[config.mk]
export PLATFORM = sky130hd
export DESIGN_NAME = sync_filter
export DESIGN_NICKNAME = d
export VERILOG_FILES = /design/src/rtl/sync_filter_pkg.sv /design/src/rtl/sync_filter_ch.sv /design/src/rtl/sync_filter.sv
export SDC_FILE = /design/constraint.sdc
export NUM_CORES = 1
export LEC_CHECK = 0
export ABC_CLOCK_PERIOD_IN_PS = 2000
export BUFFER_PORTS_ARGS = -buffer_cell sky130_fd_sc_hd__buf_2
export CELL_PAD_IN_SITES_DETAIL_PLACEMENT = 1
export CELL_PAD_IN_SITES_GLOBAL_PLACEMENT = 1
export CORE_ASPECT_RATIO = 0.8
export CORE_UTILIZATION = 51
export CTS_BUF_LIST = sky130_fd_sc_hd__clkbuf_8
export CTS_CLUSTER_DIAMETER = 150
export DETAILED_ROUTE_END_ITERATION = 10
export PLACE_DENSITY = 0.95
export SLEW_MARGIN = 20
export SYNTH_ARGS = -nofsm -noshare
export SYNTH_HDL_FRONTEND = slang
export SYNTH_HIERARCHICAL = 1
export SYNTH_SLANG_ARGS = --single-unit
[constraint.sdc]
create_clock -name clk -period 2 [get_ports clk]
set_input_delay 0.1 -clock clk [delete_from_list [all_inputs] [get_ports clk]]
set_output_delay 0.1 -clock clk [all_outputs]
set_load 0.01 [all_outputs]
[src/rtl/sync_filter_pkg.sv]
// Shared constants for the gate-drive input conditioning path.
// The detector top reuses the default depths so both stay in step.
package sync_filter_pkg;

  localparam int SF_STAGES      = 2;
  localparam int SF_FILT_CYCLES = 4;

  // Bits needed to hold values 0..value-1; never returns less than 1.
  function automatic int clog2(input int value);
    int result;
    int v;
    result = 0;
    v      = value - 1;
    while (v > 0) begin
      result = result + 1;
      v      = v >> 1;
    end
    return (result < 1) ? 1 : result;
  endfunction

endpackage

[src/rtl/sync_filter_ch.sv]
// One channel: flop-chain synchronizer, stability counter and registered
// level/edge/glitch outputs. Every output comes straight from a flop.
module sync_filter_ch
  import sync_filter_pkg::*;
#(
  parameter int   STAGES      = SF_STAGES,
  parameter int   FILT_CYCLES = SF_FILT_CYCLES,
  parameter logic RST_VAL     = 1'b0
) (
  input  logic clk,
  input  logic rst_n,
  input  logic din,
  output logic dout,
  output logic rise,
  output logic fall,
  output logic glitch
);

  localparam int CW = clog2(FILT_CYCLES + 1);
  localparam logic [CW-1:0] CNT_LAST = CW'(FILT_CYCLES - 1);

  logic [STAGES-1:0] sync_q;
  logic [CW-1:0]     cnt;
  logic              s;

  // Plain shift register: nothing may sit between the metastability stages.
  always_ff @(posedge clk or negedge rst_n) begin
    if (!rst_n) begin
      sync_q <= {STAGES{RST_VAL}};
    end else begin
      sync_q <= {sync_q[STAGES-2:0], din};
    end
  end

  assign s = sync_q[STAGES-1];

  // cnt counts consecutive edges that saw s differ from dout.
  always_ff @(posedge clk or negedge rst_n) begin
    if (!rst_n) begin
      dout   <= RST_VAL;
      cnt    <= '0;
      rise   <= 1'b0;
      fall   <= 1'b0;
      glitch <= 1'b0;
    end else begin
      rise   <= 1'b0;
      fall   <= 1'b0;
      glitch <= 1'b0;
      if (s == dout) begin
        if (cnt != '0) begin
          cnt    <= '0;
          glitch <= 1'b1;
        end
      end else if (cnt == CNT_LAST) begin
        dout <= s;
        cnt  <= '0;
        rise <= s;
        fall <= ~s;
      end else begin
        cnt <= cnt + CW'(1);
      end
    end
  end

endmodule

[src/rtl/sync_filter.sv]
// WIDTH independent synchronize-and-debounce channels for the raw gate-drive
// and feedback pins ahead of shoot-through detection.
module sync_filter
  import sync_filter_pkg::*;
#(
  parameter int               WIDTH       = 4,
  parameter int               STAGES      = SF_STAGES,
  parameter int               FILT_CYCLES = SF_FILT_CYCLES,
  parameter logic [WIDTH-1:0] RST_VAL     = {WIDTH{1'b0}}
) (
  input  logic             clk,
  input  logic             rst_n,
  input  logic [WIDTH-1:0] din,
  output logic [WIDTH-1:0] dout,
  output logic [WIDTH-1:0] rise,
  output logic [WIDTH-1:0] fall,
  output logic [WIDTH-1:0] glitch
);

  for (genvar i = 0; i < WIDTH; i++) begin : g_ch
    sync_filter_ch #(
      .STAGES      (STAGES),
      .FILT_CYCLES (FILT_CYCLES),
      .RST_VAL     (RST_VAL[i])
    ) u_ch (
      .clk    (clk),
      .rst_n  (rst_n),
      .din    (din[i]),
      .dout   (dout[i]),
      .rise   (rise[i]),
      .fall   (fall[i]),
      .glitch (glitch[i])
    );
  end

endmodule
==> flow_metrics.env, run 1 <==
export IMPL_n_antenna_cell=0
export IMPL_min_from="g_ch[3].u_ch/sync_q[0]"
export IMPL_cp_end_kind="flop"
export IMPL_use_met3=0.0971
export IMPL_status="completed"
export IMPL_synthToLayoutAreaGrowth_pct=22.3
export IMPL_required_ns=2.17
export IMPL_grt_pass1_wl_um=4510
export IMPL_clock_latency_ns=0.28
export IMPL_r2r_start="g_ch[2].u_ch/cnt[0]"
export IMPL_row_count=16
export IMPL_avgSynthCellArea_um2=14.1
export IMPL_reg2reg_depth=3
export IMPL_clkSinkCount=36
export IMPL_setup_violations=0
export IMPL_fmax_mhz=747
export IMPL_period_needed_ns=1.34
export IMPL_cts_root_buf="clkbuf_8"
export IMPL_ys_seq_area_frac=0.616
export IMPL_synth_xor_area_frac=0.0445
export IMPL_cp_startpoint="g_ch[2].u_ch/cnt[0]"
export IMPL_startpoint_type="flop"
export IMPL_setup_ws_ns=0.662
export IMPL_critical_path_arrival_ns=1.50
export IMPL_fp_dieArea_mm2=0.00309
export IMPL_synthCells=104
export IMPL_htreeDepth=2
export IMPL_netlist_area_leader_share=0.616
export IMPL_num_vias=891
export IMPL_synth_most_common_cell="dfrtp_1"
export IMPL_cts_hold_buffers=5
export IMPL_ys_seq_elements=36
export IMPL_drt_iter0_drc=23
export IMPL_synth_top_area_cell="dfrtp_1"
export IMPL_overflow=0
export IMPL_antenna_found_initial=0
export IMPL_p_leak_nw=0.923
export IMPL_fin_area_mm2=0.00179
export IMPL_skew_ns=0.00642
export IMPL_max_slew_worst_pin_slew_ns=0.775
export IMPL_powerDensity_mw_per_mm2=1430
export IMPL_cap_violations=0
export IMPL_drive_above_1_share=0.384
export IMPL_coreArea_mm2=0.00258
export IMPL_post_cts_buffers=0
export IMPL_detailedPlace_worstSlack_ns=0.694
export IMPL_syn_area_mm2=0.00146
export IMPL_synth_adder_area_share=0.0685
export IMPL_dpl_cell_area_mm2=0.00161
export IMPL_synthMuxAreaShare=0.0308
export IMPL_cts_buffer_depth=2
export IMPL_grt_pass1_vias=944
export IMPL_synth_nets=118
export IMPL_grt_max_degree=37
export IMPL_synth_top_family_by_area="simple AND/OR/NAND/NOR gates"
export IMPL_ios=22
export IMPL_slew_headroom=0.483
export IMPL_cp_max_fo=4
export IMPL_rsz0062_at_grt="no"
export IMPL_met1_usage=0.244
export IMPL_cts_tree="built"
export IMPL_synth_edff_count=0
export IMPL_globalRouteTotalUtil=0.218
export IMPL_gp_congestion=0.705
export IMPL_use_met2=0.362
export IMPL_synthArstFlopShare=1.00
export IMPL_whs_path_depth=0
export IMPL_dp_hpwl_um=1770
export IMPL_synthSimpleGateAreaFrac=0.161
export IMPL_drv_slew=0
export IMPL_post_route_period_util=0.669
export IMPL_yosysWarnings=6
export IMPL_hold_viol_final=0
export IMPL_fin_nets=151
export IMPL_viasPerCell=5.12
export IMPL_drtPass1Iterations=2
export IMPL_synth_common_cells="36 x dfrtp_1, 12 x inv_1"
export IMPL_cts_resized=0
export IMPL_chipHeight_um=49.9
export IMPL_start_util=0.566
export IMPL_synth_compound_gate_area_share=0.0479
export IMPL_fin_hold_ws_ns=0.350
export IMPL_ir_worst_vdd_mv=0.825
export IMPL_wl_per_cell_um=15.6
export IMPL_yosysUniqueCellTypes=12
export IMPL_hp_class="reg -> reg"
export IMPL_ant_nets=0
export IMPL_critical_path_class="reg -> reg"
export IMPL_drc=0
export IMPL_cts_buffers=5
export IMPL_die_x_um=61.9
export IMPL_top_usage_layer="met2"
export IMPL_synthFlopType="dfrtp_1"
export IMPL_clkTransAtPathRegs_ns=0.07
export IMPL_fin_setup_tns_ns=0
export IMPL_synthTopCellsByArea="dfrtp_1 62%, ha_1 6.8%, and3b_2 5.5%"
export IMPL_drt_total_wl_um=2710
export IMPL_port_buffers=21
-- power breakdown --
part           leakage, nW  internal [mW]  switching (mW)
Clock               0.0645          0.440           0.242
Combinational        0.399          0.384           0.431
Sequential           0.460          0.902           0.166
-- flip-flops by register name (all words and copies together), names as in the netlist --
signal / flops
g_ch.u_ch/cnt: 12
g_ch.u_ch/sync_q: 8
g_ch.u_ch/dout: 4
g_ch.u_ch/fall: 4
g_ch.u_ch/glitch: 4
g_ch.u_ch/rise: 4
-- metrics by stage --
step / utilization / total power [mW] / instances
after floorplan: - / 1.59 / 104
after global placement: 0.624 / 1.77 / 161
after detailed placement: 0.624 / 1.85 / 161
after CTS: 0.692 / 2.59 / 174
after global routing: 0.692 / 2.74 / 174
final: 0.692 / 2.56 / 174
-- critical path, stage by stage, from the launching register on --
cell and delay, ns:
dfrtp_1 0.42, ha_1 0.19, nor2b_2 0.24, mux2_2 0.38
-- per-layer routing --
metal  up-vias  wire, um
met5         -         0
met4         0        21
met3         4       105
met2        23      1490
met1       455      1100
li1        409         -
-- area by class of cell --
cell class / count / area [um2]
fillers: 257 / 795
clock inverters: 1 / 30.0
flip-flops and latches: 36 / 901
well taps: 36 / 45.0
multi-input cells: 56 / 515
repair buffers: 26 / 155
inverters: 12 / 45.0
clock buffers: 7 / 96.3
-- placed cells by master (no fill, tap or decap), drive strengths merged --
master and count:
nand3 8, o21ai 4, bufinv 1, o31ai 4, dlygate4sd3 5, inv 12
clkbuf 7, nor2b 12, nor3b 4, xnor2 4, dfrtp 36, and3b 8
ha 8, mux2 4, buf 21
-- final timing paths --
| check | end | slack, ns |
|---|---|---|
| min reg2reg | g_ch[3].u_ch/sync_q[1] | 0.35 |
| max | g_ch[2].u_ch/dout | 0.66 |
| max reg2reg | g_ch[2].u_ch/dout | 0.66 |
| min in group asynchronous | g_ch[1].u_ch/cnt[2] | 0.42 |
| max in group asynchronous | g_ch[1].u_ch/sync_q[1] | 1.08 |
| min | g_ch[3].u_ch/sync_q[1] | 0.35 |
-- kinds of logic after synthesis --
| family | after synthesis |
|---|---|
| simple gates | 32 |
| compound gates | 8 |
| xor+xnor | 4 |
| mux | 4 |
| buf+inv | 12 |
| flops | 36 |
| fa+ha+maj | 8 |
(Power assumes the default switching activity.)
==> run 2, diff against run 1 <==
Settings changed: ABC_AREA set to 1, ABC_CLOCK_PERIOD_IN_PS 2000 to 1120, CORE_UTILIZATION 51 to 40, PLACE_DENSITY 0.95 to 0.87.
Clock period 2 ns to 1.12 ns, I/O delays scaled along.
==> run 2 against run 1 <==
  * Clock power rose by 35%
  * Synthesized cell count rose by 50%
  * Wire length rose by 19%
  * Largest power group unchanged
  * Largest cell class unchanged
  * Worst hold slack got worse by 0.12 ns
==> flow_metrics.env, run 2 <==
export IMPL_largest_reg_flops=12
export IMPL_grt_pass1_vias=1257
export IMPL_dp_cells=220
export IMPL_p_leak_nw=1.01
export IMPL_cpMostUsedCell="nand2_1"
export IMPL_path_delay_family="flip-flops"
export IMPL_drtPass1Iterations=4
export IMPL_path_buf_inv=1
export IMPL_yosysUniqueCellTypes=10
export IMPL_ant_nets=0
export IMPL_htreeDepth=2
export IMPL_drt_total_wl_um=3220
export IMPL_port_buffers=21
export IMPL_synth_nets=170
export IMPL_slowest_stage="dfrtp_1"
export IMPL_most_common_layout_cells="36 x dfrtp_1, 32 x nand2_1, 21 x buf_2, 16 x nand2_2, 16 x nor2_1"
export IMPL_cts_buffer_depth=2
export IMPL_fin_nets=207
export IMPL_avgSynthCellArea_um2=9.50
export IMPL_start_util=0.424
export IMPL_maxUsedRoutingLayer="met4"
export IMPL_final_common_cell="dfrtp_1"
export IMPL_netlist_area_leader_share=0.608
export IMPL_status="completed"
export IMPL_cts_tree="built"
export IMPL_globalRouteTotalUtil=0.181
export IMPL_powerDensity_mw_per_mm2=2320
export IMPL_drv_slew=0
export IMPL_m1WireLength_um=1260
export IMPL_gp_congestion=0.801
export IMPL_critical_path_arrival_ns=1.30
export IMPL_setup_violations=0
export IMPL_required_ns=1.35
export IMPL_synth_most_common_cell="dfrtp_1"
export IMPL_clkSinkCount=36
export IMPL_regMostFlops="g_ch.u_ch/cnt"
export IMPL_fp_dieArea_mm2=0.00395
export IMPL_yosysWarnings=6
export IMPL_max_slew_worst_pin_slew_ns=0.414
export IMPL_n_antenna_cell=0
export IMPL_skew_ns=0.00549
export IMPL_synth_top_area_cell="dfrtp_1"
export IMPL_synthFlopType="dfrtp_1"
export IMPL_ys_seq_elements=36
export IMPL_syn_area_mm2=0.00148
export IMPL_grt_pass1_wl_um=5340
export IMPL_path_cells="ha_1 -> inv_2 -> nor2_2 -> nor2_1 -> nand2_1 -> nand2_1"
export IMPL_clock_latency_ns=0.28
export IMPL_hold_viol_final=0
export IMPL_clkTransAtPathRegs_ns=0.07
export IMPL_dpl_cell_area_mm2=0.00166
export IMPL_cts_root_buf="clkbuf_8"
export IMPL_overflow=0
export IMPL_drt_iter0_drc=59
export IMPL_dp_hpwl_um=2270
export IMPL_drc=0
export IMPL_fin_area_mm2=0.00186
export IMPL_ys_seq_area_frac=0.608
export IMPL_largestRegisters="g_ch.u_ch/cnt: 12 flops, g_ch.u_ch/sync_q: 8 flops"
export IMPL_wl_per_cell_um=13.6
export IMPL_hp_class="in -> async"
export IMPL_synthCells=156
export IMPL_fmax_mhz=930
export IMPL_cp_end_kind="flop"
export IMPL_n_fill_cell=407
export IMPL_viasPerCell=4.76
export IMPL_antenna_found_initial=0
export IMPL_cp_max_fo=3
export IMPL_grt_max_degree=21
export IMPL_wl_met3_um=102
export IMPL_num_vias=1124
export IMPL_cap_violations=0
export IMPL_synthToLayoutAreaGrowth_pct=25.8
export IMPL_synthTopCellsByArea="dfrtp_1 61%, nand2_1 8.1%, ha_1 6.8%"
export IMPL_die_x_um=70.0
export IMPL_slew_headroom=0.724
export IMPL_ios=22
export IMPL_startpoint_type="flop"
export IMPL_dr_wl_met2_um=1840
export IMPL_period_needed_ns=1.08
export IMPL_final_cells=236
export IMPL_max_stage_delay_ns=0.40
export IMPL_critical_path_class="reg -> reg"
export IMPL_synthArstFlopShare=1.00
export IMPL_cts_buffers=5
export IMPL_post_route_period_util=0.960
export IMPL_synth_common_cells="36 x dfrtp_1, 32 x nand2_1, 24 x nor2_1, 16 x inv_1, 16 x nand2_2"
export IMPL_ir_worst_vdd_mv=1.05
export IMPL_row_count=19
export IMPL_chipHeight_um=56.4
export IMPL_drive_above_1_share=0.361
export IMPL_synth_edff_count=0
export IMPL_coreArea_mm2=0.00349
## run 2: cell types whose count changed after synthesis, sizes merged
cell | previous run | this run
mux2 | 4 | 0
inv | 12 | 24
nor2b | 12 | 0
and3b | 8 | 0
o31ai | 4 | 0
nand2 | 0 | 48
nor2 | 0 | 24
xnor2 | 4 | 0
nor3b | 4 | 0
nor3 | 0 | 4
## run 2: final timing paths
path,end,cells after the start,slack [ns],startpoint
setup / recovery,g_ch[0].u_ch/cnt[0],6,0.04,g_ch[0].u_ch/cnt[0]
hold reg to reg,g_ch[3].u_ch/sync_q[1],0,0.35,g_ch[3].u_ch/sync_q[0]
max in group asynchronous,g_ch[1].u_ch/cnt[0],3,0.44,rst_n
hold / removal,g_ch[0].u_ch/sync_q[1],2,0.23,rst_n
setup reg to reg,g_ch[0].u_ch/cnt[0],6,0.04,g_ch[0].u_ch/cnt[0]
min in group clk,g_ch[3].u_ch/sync_q[1],0,0.35,g_ch[3].u_ch/sync_q[0]
## run 2: area by class of cell
cell class | count | area, um2 | share of cell area
clock buffers | 6 | 82.6 | 0.0443
clock inverters | 2 | 7.51 | 0.00403
inverters | 24 | 90.1 | 0.0483
multi-input cells | 96 | 533 | 0.286
flip-flops and latches | 36 | 901 | 0.483
well taps | 42 | 52.6 | 0.0282
repair buffers | 30 | 198 | 0.106
## run 2: metrics by stage
step,worst slack [ns],power (mW),hold WS [ns],utilization,setup TNS (ns)
floorplan,0.164,2.71,-0.240,-,0
global placement,0.0940,3.03,0.00887,0.475,0
detailed placement,0.00409,3.21,0.0138,0.475,0
CTS,0.00641,4.18,0.243,0.516,0
global route,-0.0168,4.66,0.258,0.533,-0.0323
finish,0.0446,4.32,0.233,0.533,0
## run 2: power by group
part           switching, mW  internal (mW)
sequential             0.226           1.60
combinational          0.975          0.605
clock                  0.436          0.483
## run 2: what timing repair did
| item | 4_1_cts | 5_1_grt |
|---|---|---|
| hold buffers | 5 | 0 |
| gates cloned | 0 | 0 |
| resized for setup | 2 | 17 |
| pin swaps | 0 | 0 |
| buffers inserted | 0 | 3 |
| setup endpoints to repair | 4 | 17 |
| endpoints found under the hold margin | 20 | 0 |
## run 2: cell families after synthesis
group,synth area share
buf+inv,0.0608
fa+ha+maj,0.0676
compound gates,0.0135
simple gates,0.250
flops,0.608
## run 2: layer usage
metal,up-vias,global-route usage
li1,548,-
met1,556,0.179
met2,18,0.352
met3,2,0.0718
met4,0,0.0429
met5,-,0
